File: src/rtl/mul_tree_result_collector_pkg.sv
// Shared types and helpers for the multiplier-tree result collector.
package mul_tree_pkg;

    localparam int unsigned DW    = 16;
    localparam int unsigned LANES = 4;

    typedef enum logic [1:0] {
        MODE_4L  = 2'b00,
        MODE_2L  = 2'b01,
        MODE_1L  = 2'b10,
        MODE_RSV = 2'b11
    } mode_e;

    // Lanes that carry results for a given tree mode; reserved behaves as 4-lane.
    function automatic logic [LANES-1:0] exp_mask(input mode_e m);
        case (m)
            MODE_2L: exp_mask = 4'b0011;
            MODE_1L: exp_mask = 4'b0001;
            default: exp_mask = 4'b1111;
        endcase
    endfunction

endpackage

File: src/rtl/mul_tree_result_collector_if.sv
// Downstream valid/ready result stream carrying one packed lane group per beat.
interface mul_tree_result_collector_if;
    import mul_tree_pkg::*;

    logic [LANES*DW-1:0] res_data;
    logic [LANES-1:0]    res_mask;
    logic                res_valid;
    logic                res_ready;

    modport master (output res_data, output res_mask, output res_valid, input  res_ready);
    modport slave  (input  res_data, input  res_mask, input  res_valid, output res_ready);

endinterface

File: src/rtl/mul_tree_result_collector_sync_fifo_fwft.sv
// First-word-fall-through synchronous FIFO; a push into a full FIFO is accepted
// only when a pop happens on the same edge.
module sync_fifo_fwft #(
    parameter int unsigned WIDTH = 68,
    parameter int unsigned DEPTH = 8
) (
    input  logic                     clk,
    input  logic                     rst,
    input  logic                     push,
    input  logic                     pop,
    input  logic [WIDTH-1:0]         wdata,
    output logic [WIDTH-1:0]         rdata,
    output logic                     full,
    output logic                     empty,
    output logic [$clog2(DEPTH):0]   level
);
    localparam int unsigned AW = $clog2(DEPTH);

    logic [WIDTH-1:0] mem [DEPTH];
    logic [AW-1:0]    wr_ptr;
    logic [AW-1:0]    rd_ptr;
    logic [AW:0]      cnt;
    logic             do_push;
    logic             do_pop;

    // Handshake qualification and head-of-queue presentation.
    always_comb begin
        empty   = (cnt == '0);
        full    = (cnt == (AW+1)'(DEPTH));
        do_pop  = pop && !empty;
        do_push = push && (!full || do_pop);
        rdata   = empty ? '0 : mem[rd_ptr];
        level   = cnt;
    end

    // Pointer and occupancy bookkeeping; pointers wrap naturally at DEPTH.
    always_ff @(posedge clk) begin
        if (rst) begin
            wr_ptr <= '0;
            rd_ptr <= '0;
            cnt    <= '0;
        end else begin
            if (do_push) wr_ptr <= wr_ptr + AW'(1);
            if (do_pop)  rd_ptr <= rd_ptr + AW'(1);
            if (do_push && !do_pop)      cnt <= cnt + (AW+1)'(1);
            else if (do_pop && !do_push) cnt <= cnt - (AW+1)'(1);
        end
    end

    // Storage write; contents need no reset since reads are gated by empty.
    always_ff @(posedge clk) begin
        if (do_push) mem[wr_ptr] <= wdata;
    end

endmodule

File: src/rtl/mul_tree_result_collector.sv
// Collects per-lane tree results arriving on arbitrary cycles into packed
// groups and queues them for a valid/ready consumer.
module mul_tree_result_collector
    import mul_tree_pkg::*;
#(
    parameter int unsigned DEPTH = 8
) (
    input  logic                        clk,
    input  logic                        rst,
    input  logic [1:0]                  mode,
    input  logic [LANES*DW-1:0]         tree_outputs,
    input  logic [LANES-1:0]            tree_stbs,
    mul_tree_result_collector_if.master res,
    output logic [$clog2(DEPTH):0]      level,
    output logic                        overflow,
    output logic                        collision,
    output logic [7:0]                  drop_cnt
);
    localparam int unsigned WIDTH = LANES*DW + LANES;

    logic [LANES-1:0]    got;
    logic [LANES-1:0]    exp_q;
    logic [DW-1:0]       cap [LANES];
    logic [LANES-1:0]    cur_exp;
    logic [LANES-1:0]    hit;
    logic                complete;
    logic [LANES*DW-1:0] group_data;
    logic                fifo_full;
    logic                fifo_empty;
    logic                fifo_pop;
    logic [WIDTH-1:0]    fifo_rdata;

    // Expected lanes follow mode only while idle; completed group merges this cycle's lanes.
    always_comb begin
        cur_exp    = (got == '0) ? exp_mask(mode_e'(mode)) : exp_q;
        hit        = tree_stbs & cur_exp;
        complete   = ((got | hit) == cur_exp);
        group_data = '0;
        for (int unsigned i = 0; i < LANES; i++) begin
            if (cur_exp[i])
                group_data[i*DW +: DW] = hit[i] ? tree_outputs[i*DW +: DW] : cap[i];
        end
        fifo_pop = res.res_valid && res.res_ready;
    end

    // Lane capture, arrival tracking and collision detection for the open group.
    always_ff @(posedge clk) begin
        if (rst) begin
            got       <= '0;
            exp_q     <= '0;
            collision <= 1'b0;
            for (int unsigned i = 0; i < LANES; i++) cap[i] <= '0;
        end else begin
            exp_q <= cur_exp;
            for (int unsigned i = 0; i < LANES; i++) begin
                if (hit[i]) cap[i] <= tree_outputs[i*DW +: DW];
            end
            if ((hit & got) != '0) collision <= 1'b1;
            got <= complete ? '0 : (got | hit);
        end
    end

    // Drop accounting for groups that complete while the FIFO is full and not draining.
    always_ff @(posedge clk) begin
        if (rst) begin
            overflow <= 1'b0;
            drop_cnt <= '0;
        end else if (complete && fifo_full && !fifo_pop) begin
            overflow <= 1'b1;
            if (drop_cnt != 8'hFF) drop_cnt <= drop_cnt + 8'd1;
        end
    end

    sync_fifo_fwft #(
        .WIDTH (WIDTH),
        .DEPTH (DEPTH)
    ) u_fifo (
        .clk   (clk),
        .rst   (rst),
        .push  (complete),
        .pop   (fifo_pop),
        .wdata ({cur_exp, group_data}),
        .rdata (fifo_rdata),
        .full  (fifo_full),
        .empty (fifo_empty),
        .level (level)
    );

    assign res.res_valid = !fifo_empty;
    assign res.res_data  = fifo_rdata[LANES*DW-1:0];
    assign res.res_mask  = fifo_rdata[WIDTH-1 -: LANES];

endmodule
File: src/flat_wrapper.sv
// flat-port wrapper written by rule: the top's interface ports become plain ports
module mul_tree_result_collector_flat import mul_tree_pkg::*;
#(
    parameter int unsigned DEPTH = 8
)
  (clk, rst, mode, tree_outputs, tree_stbs, level, overflow, collision, drop_cnt, res_res_data, res_res_mask, res_res_valid, res_res_ready);
  mul_tree_result_collector_if res_i ();
  input  logic clk;
  input  logic rst;
  input  logic [1:0] mode;
  input  logic [LANES*DW-1:0] tree_outputs;
  input  logic [LANES-1:0] tree_stbs;
  output logic [$clog2(DEPTH):0] level;
  output logic overflow;
  output logic collision;
  output logic [7:0] drop_cnt;
  output wire logic [$bits(res_i.res_data)-1:0] res_res_data;
  output wire logic [$bits(res_i.res_mask)-1:0] res_res_mask;
  output wire logic [$bits(res_i.res_valid)-1:0] res_res_valid;
  input wire logic [$bits(res_i.res_ready)-1:0] res_res_ready;
  assign res_res_data = res_i.res_data;
  assign res_res_mask = res_i.res_mask;
  assign res_res_valid = res_i.res_valid;
  assign res_i.res_ready = res_res_ready;
  mul_tree_result_collector #(.DEPTH(DEPTH)) u_core (.clk(clk), .rst(rst), .mode(mode), .tree_outputs(tree_outputs), .tree_stbs(tree_stbs), .res(res_i), .level(level), .overflow(overflow), .collision(collision), .drop_cnt(drop_cnt));
endmodule
File: config.mk
export PLATFORM = sky130hd
export DESIGN_NAME = mul_tree_result_collector_flat
export DESIGN_NICKNAME = d
export VERILOG_FILES = /design/src/rtl/mul_tree_result_collector_pkg.sv /design/src/rtl/mul_tree_result_collector_if.sv /design/src/rtl/mul_tree_result_collector_sync_fifo_fwft.sv /design/src/rtl/mul_tree_result_collector.sv /design/src/flat_wrapper.sv
export SDC_FILE = /design/constraint.sdc
export NUM_CORES = 1
export LEC_CHECK = 0
export ABC_AREA = 1
export CORE_UTILIZATION = 35
export CTS_CLUSTER_DIAMETER = 60
export DETAILED_ROUTE_END_ITERATION = 10
export GPL_TIMING_DRIVEN = 0
export PLACE_DENSITY = 0.51
export RECOVER_POWER = 50
export SLEW_MARGIN = 25
export SYNTH_ARGS = -nofsm -noshare
export SYNTH_HDL_FRONTEND = slang
export SYNTH_SLANG_ARGS = --single-unit
File: constraint.sdc
create_clock -name clk -period 10.11 [get_ports clk]
set_input_delay 1.5165 -clock clk [delete_from_list [all_inputs] [get_ports clk]]
set_output_delay 1.5165 -clock clk [all_outputs]
set_load 0.005 [all_outputs]
==> results.toml <==
[status]
status = "finished clean"

[grt]
grt_antenna_before_repair = 0
gr-total-overflow = 0
grt_max_degree = 22
grt_pass1_wl_um = 115000
grt_pass1_vias = 17700
track_usage = 0.208

[clocking]
htree_levels = 3
post-cts-setup-buffers = 0
cts_buffers = 73
clockBufferDepth = 3
cts-hold-fix-buffers = 0
clkLatencyLatePin_ns = 0.60
cts_tree = "built"
clkTransAtPathRegs_ns = 0.06
clock-sinks = 639
cts-root-buf = "clkbuf_16"
cts_resized = 0

[floorplanning]
die_x_um = 273
start_util = 0.353
coreArea_um2 = 72800
die_area_um2 = 74600
num_rows = 99
dieHeight_um = 273
ios = 156

[final_layout]
final_nets = 2481
multi_input_area_um2 = 6030
register_area_um2 = 18900
area_delta_synth_final_pct = 22.7
drive_gt1_frac = 0.0713
final_util = 0.434
final_area_um2 = 31600
antenna_cells = 0
n_fill_cell = 6774

[worst_hold_path]
hp-class = "reg2reg"

[yosys]
synth_nets = 2221
synth_warnings = 0
yosys.area.top_type_share = 0.710
synth_top_area_cell = "edfxtp_1"
ys_types = 33
ys_ff_latch = 639
ys_seq_area_frac = 0.734
syn_inst = 2140
syn_area_um2 = 25700
ys_top_cells_by_area = "edfxtp_1, nor2_1, o21ai_0, dfxtp_1, nand2_1"
syn_avg_cell_area_um2 = 12.0

[job]
max-cap-violations = 0

[detailed_routing]
first_pass_iters = 5
ant_nets = 0
vias_per_cell = 5.21
via_count = 17800
wl_um = 77100
drt-initial-drc-count = 1601
wl_per_cell_um = 22.6
drc = 0

[setup_path]
worstSetupPathType = "reg2out"
worstSetupStartpointType = "flip-flop"
cp_max_fo = 10
endpoint_kind = "primary output"
worstPathRequired_ns = 8.59
critical_path_arrival_ns = 3.89

[power_and_ir_drop]
p_leak_nw = 10.7
p_per_area_nw_per_um2 = 303
vdd_drop_max_v = 0.000149
power_w = 0.00958

[timing]
tightest_slew_ns = 0.961
finalHoldViolations = 0
rsz0062_at_grt = "false"
fin_skew_ns = 0.0250
slew_violations = 0
fin_crit_sh = 0.535
max_freq_mhz = 185
finalSetupViolCount = 0
period_needed_ns = 5.40
max-slew-margin-rel = 0.359
tns_ns = 0
whs_ns = 0.464

[placement]
dpl_cell_area_um2 = 29400
io_buffers = 151
gp_congestion = 0.788
hpwl_um = 51900
## cell families after synthesis
family	synth area share
AND/OR/NAND/NOR	0.110
adder cells (fa/ha/maj)	0.00418
flip-flops	0.734
buffers and inverters	0.0314
AO/OA/AOI/OAI	0.119
XOR/XNOR	0.00204
## synth_stat cells
master,instances
xnor2_1,3
nor3_1,49
nand3b_1,2
a21oi_1,67
edfxtp_1,608
nand2_1,165
buf_1,14
nand3_1,17
inv_1,50
inv_2,16
a21oi_2,1
o21ai_0,290
clkinv_1,1
nand4_1,2
dfxtp_1,31
nor2_2,1
nor3_2,1
xor2_1,3
o21a_1,1
a211oi_1,1
nand4_2,1
nand2_2,4
nor2_4,2
clkbuf_1,105
ha_1,7
o22ai_1,69
nor2_1,456
nor2_8,2
fa_1,1
buf_2,22
nand2_4,2
o21ai_1,78
a31oi_1,68
## through the flow
stage	instances	worst slack (ns)
after floorplan	2140	4.00
after global placement	3250	-0.124
after detailed placement	3284	4.92
after CTS	3415	4.66
after global routing	3415	4.53
final	3415	4.71
## sequential cells by signal, summed over array words and instances, names as in the netlist, named ones only
name	count
u_core.cap	64
u_core.collision	1
u_core.drop_cnt	8
u_core.exp_q	4
u_core.got	4
u_core.overflow	1
u_core.u_fifo.level	4
u_core.u_fifo.mem	544
u_core.u_fifo.rd_ptr	3
u_core.u_fifo.wr_ptr	3
## worst paths after layout
kind | startpoint | to | slack, ns | cells past startpoint
max | flip-flop | res_res_mask[3] | 4.71 | 7
min | u_core.u_fifo.rd_ptr[2]$_SDFFE_PP0N_ | u_core.u_fifo.rd_ptr[2]$_SDFFE_PP0N_ | 0.46 | 2
max reg2reg | u_core.got[0]$_SDFF_PP0_ | u_core.u_fifo.mem[4][17]$_DFFE_PP_ | 6.00 | 13
min reg2reg | u_core.u_fifo.rd_ptr[2]$_SDFFE_PP0N_ | u_core.u_fifo.rd_ptr[2]$_SDFFE_PP0N_ | 0.46 | 2
## layer usage
| layer | track usage | vias up | share of wire |
|---|---|---|---|
| met4 | 0.0497 | 0 | 0.019 |
| met5 | 0 | - | 0 |
| met2 | 0.336 | 587 | 0.47 |
| met1 | 0.293 | 8843 | 0.45 |
| li1 | - | 8267 | - |
| met3 | 0.0320 | 103 | 0.061 |
## critical path: stages, from the launching register on
cell	delay, ns
dfxtp_1	0.33
clkbuf_1	0.68
clkbuf_1	0.68
o21ai_0	0.21
o22ai_1	0.25
o21ai_1	0.08
a31oi_1	0.46
clkdlybuf4s50_1	0.61
## layout by cell type (no fill, tap or decap), drive strengths merged, types with 7 or more instances in the layout
master,n
o22ai,69
clkinv,27
dlygate4sd3,17
clkbuf,208
nand2,171
a31oi,68
ha,7
edfxtp,608
nor3,50
buf,66
a21oi,68
dfxtp,31
nand3,17
inv,68
clkdlybuf4s50,134
nor2,461
o21ai,368
## area by class of cell
cell class / instances / share of cell area
Clock inverter: 32 / 0.00745
Inverter: 67 / 0.00796
Clock buffer: 99 / 0.0649
Buffer: 141 / 0.0176
Timing Repair Buffer: 185 / 0.0753
Tap cell: 959 / 0.0380
Multi-Input combinational cell: 1293 / 0.191
Sequential cell: 639 / 0.598
## report_power, final
group	internal, W	switching, W	total (W)
Clock	0.00150	0.00103	0.00253
Combinational	0.00109	0.00221	0.00329
Sequential	0.00366	0.0000964	0.00376
Total	0.00625	0.00333	0.00958
Note: power is estimated with default switching activity, not from simulation.
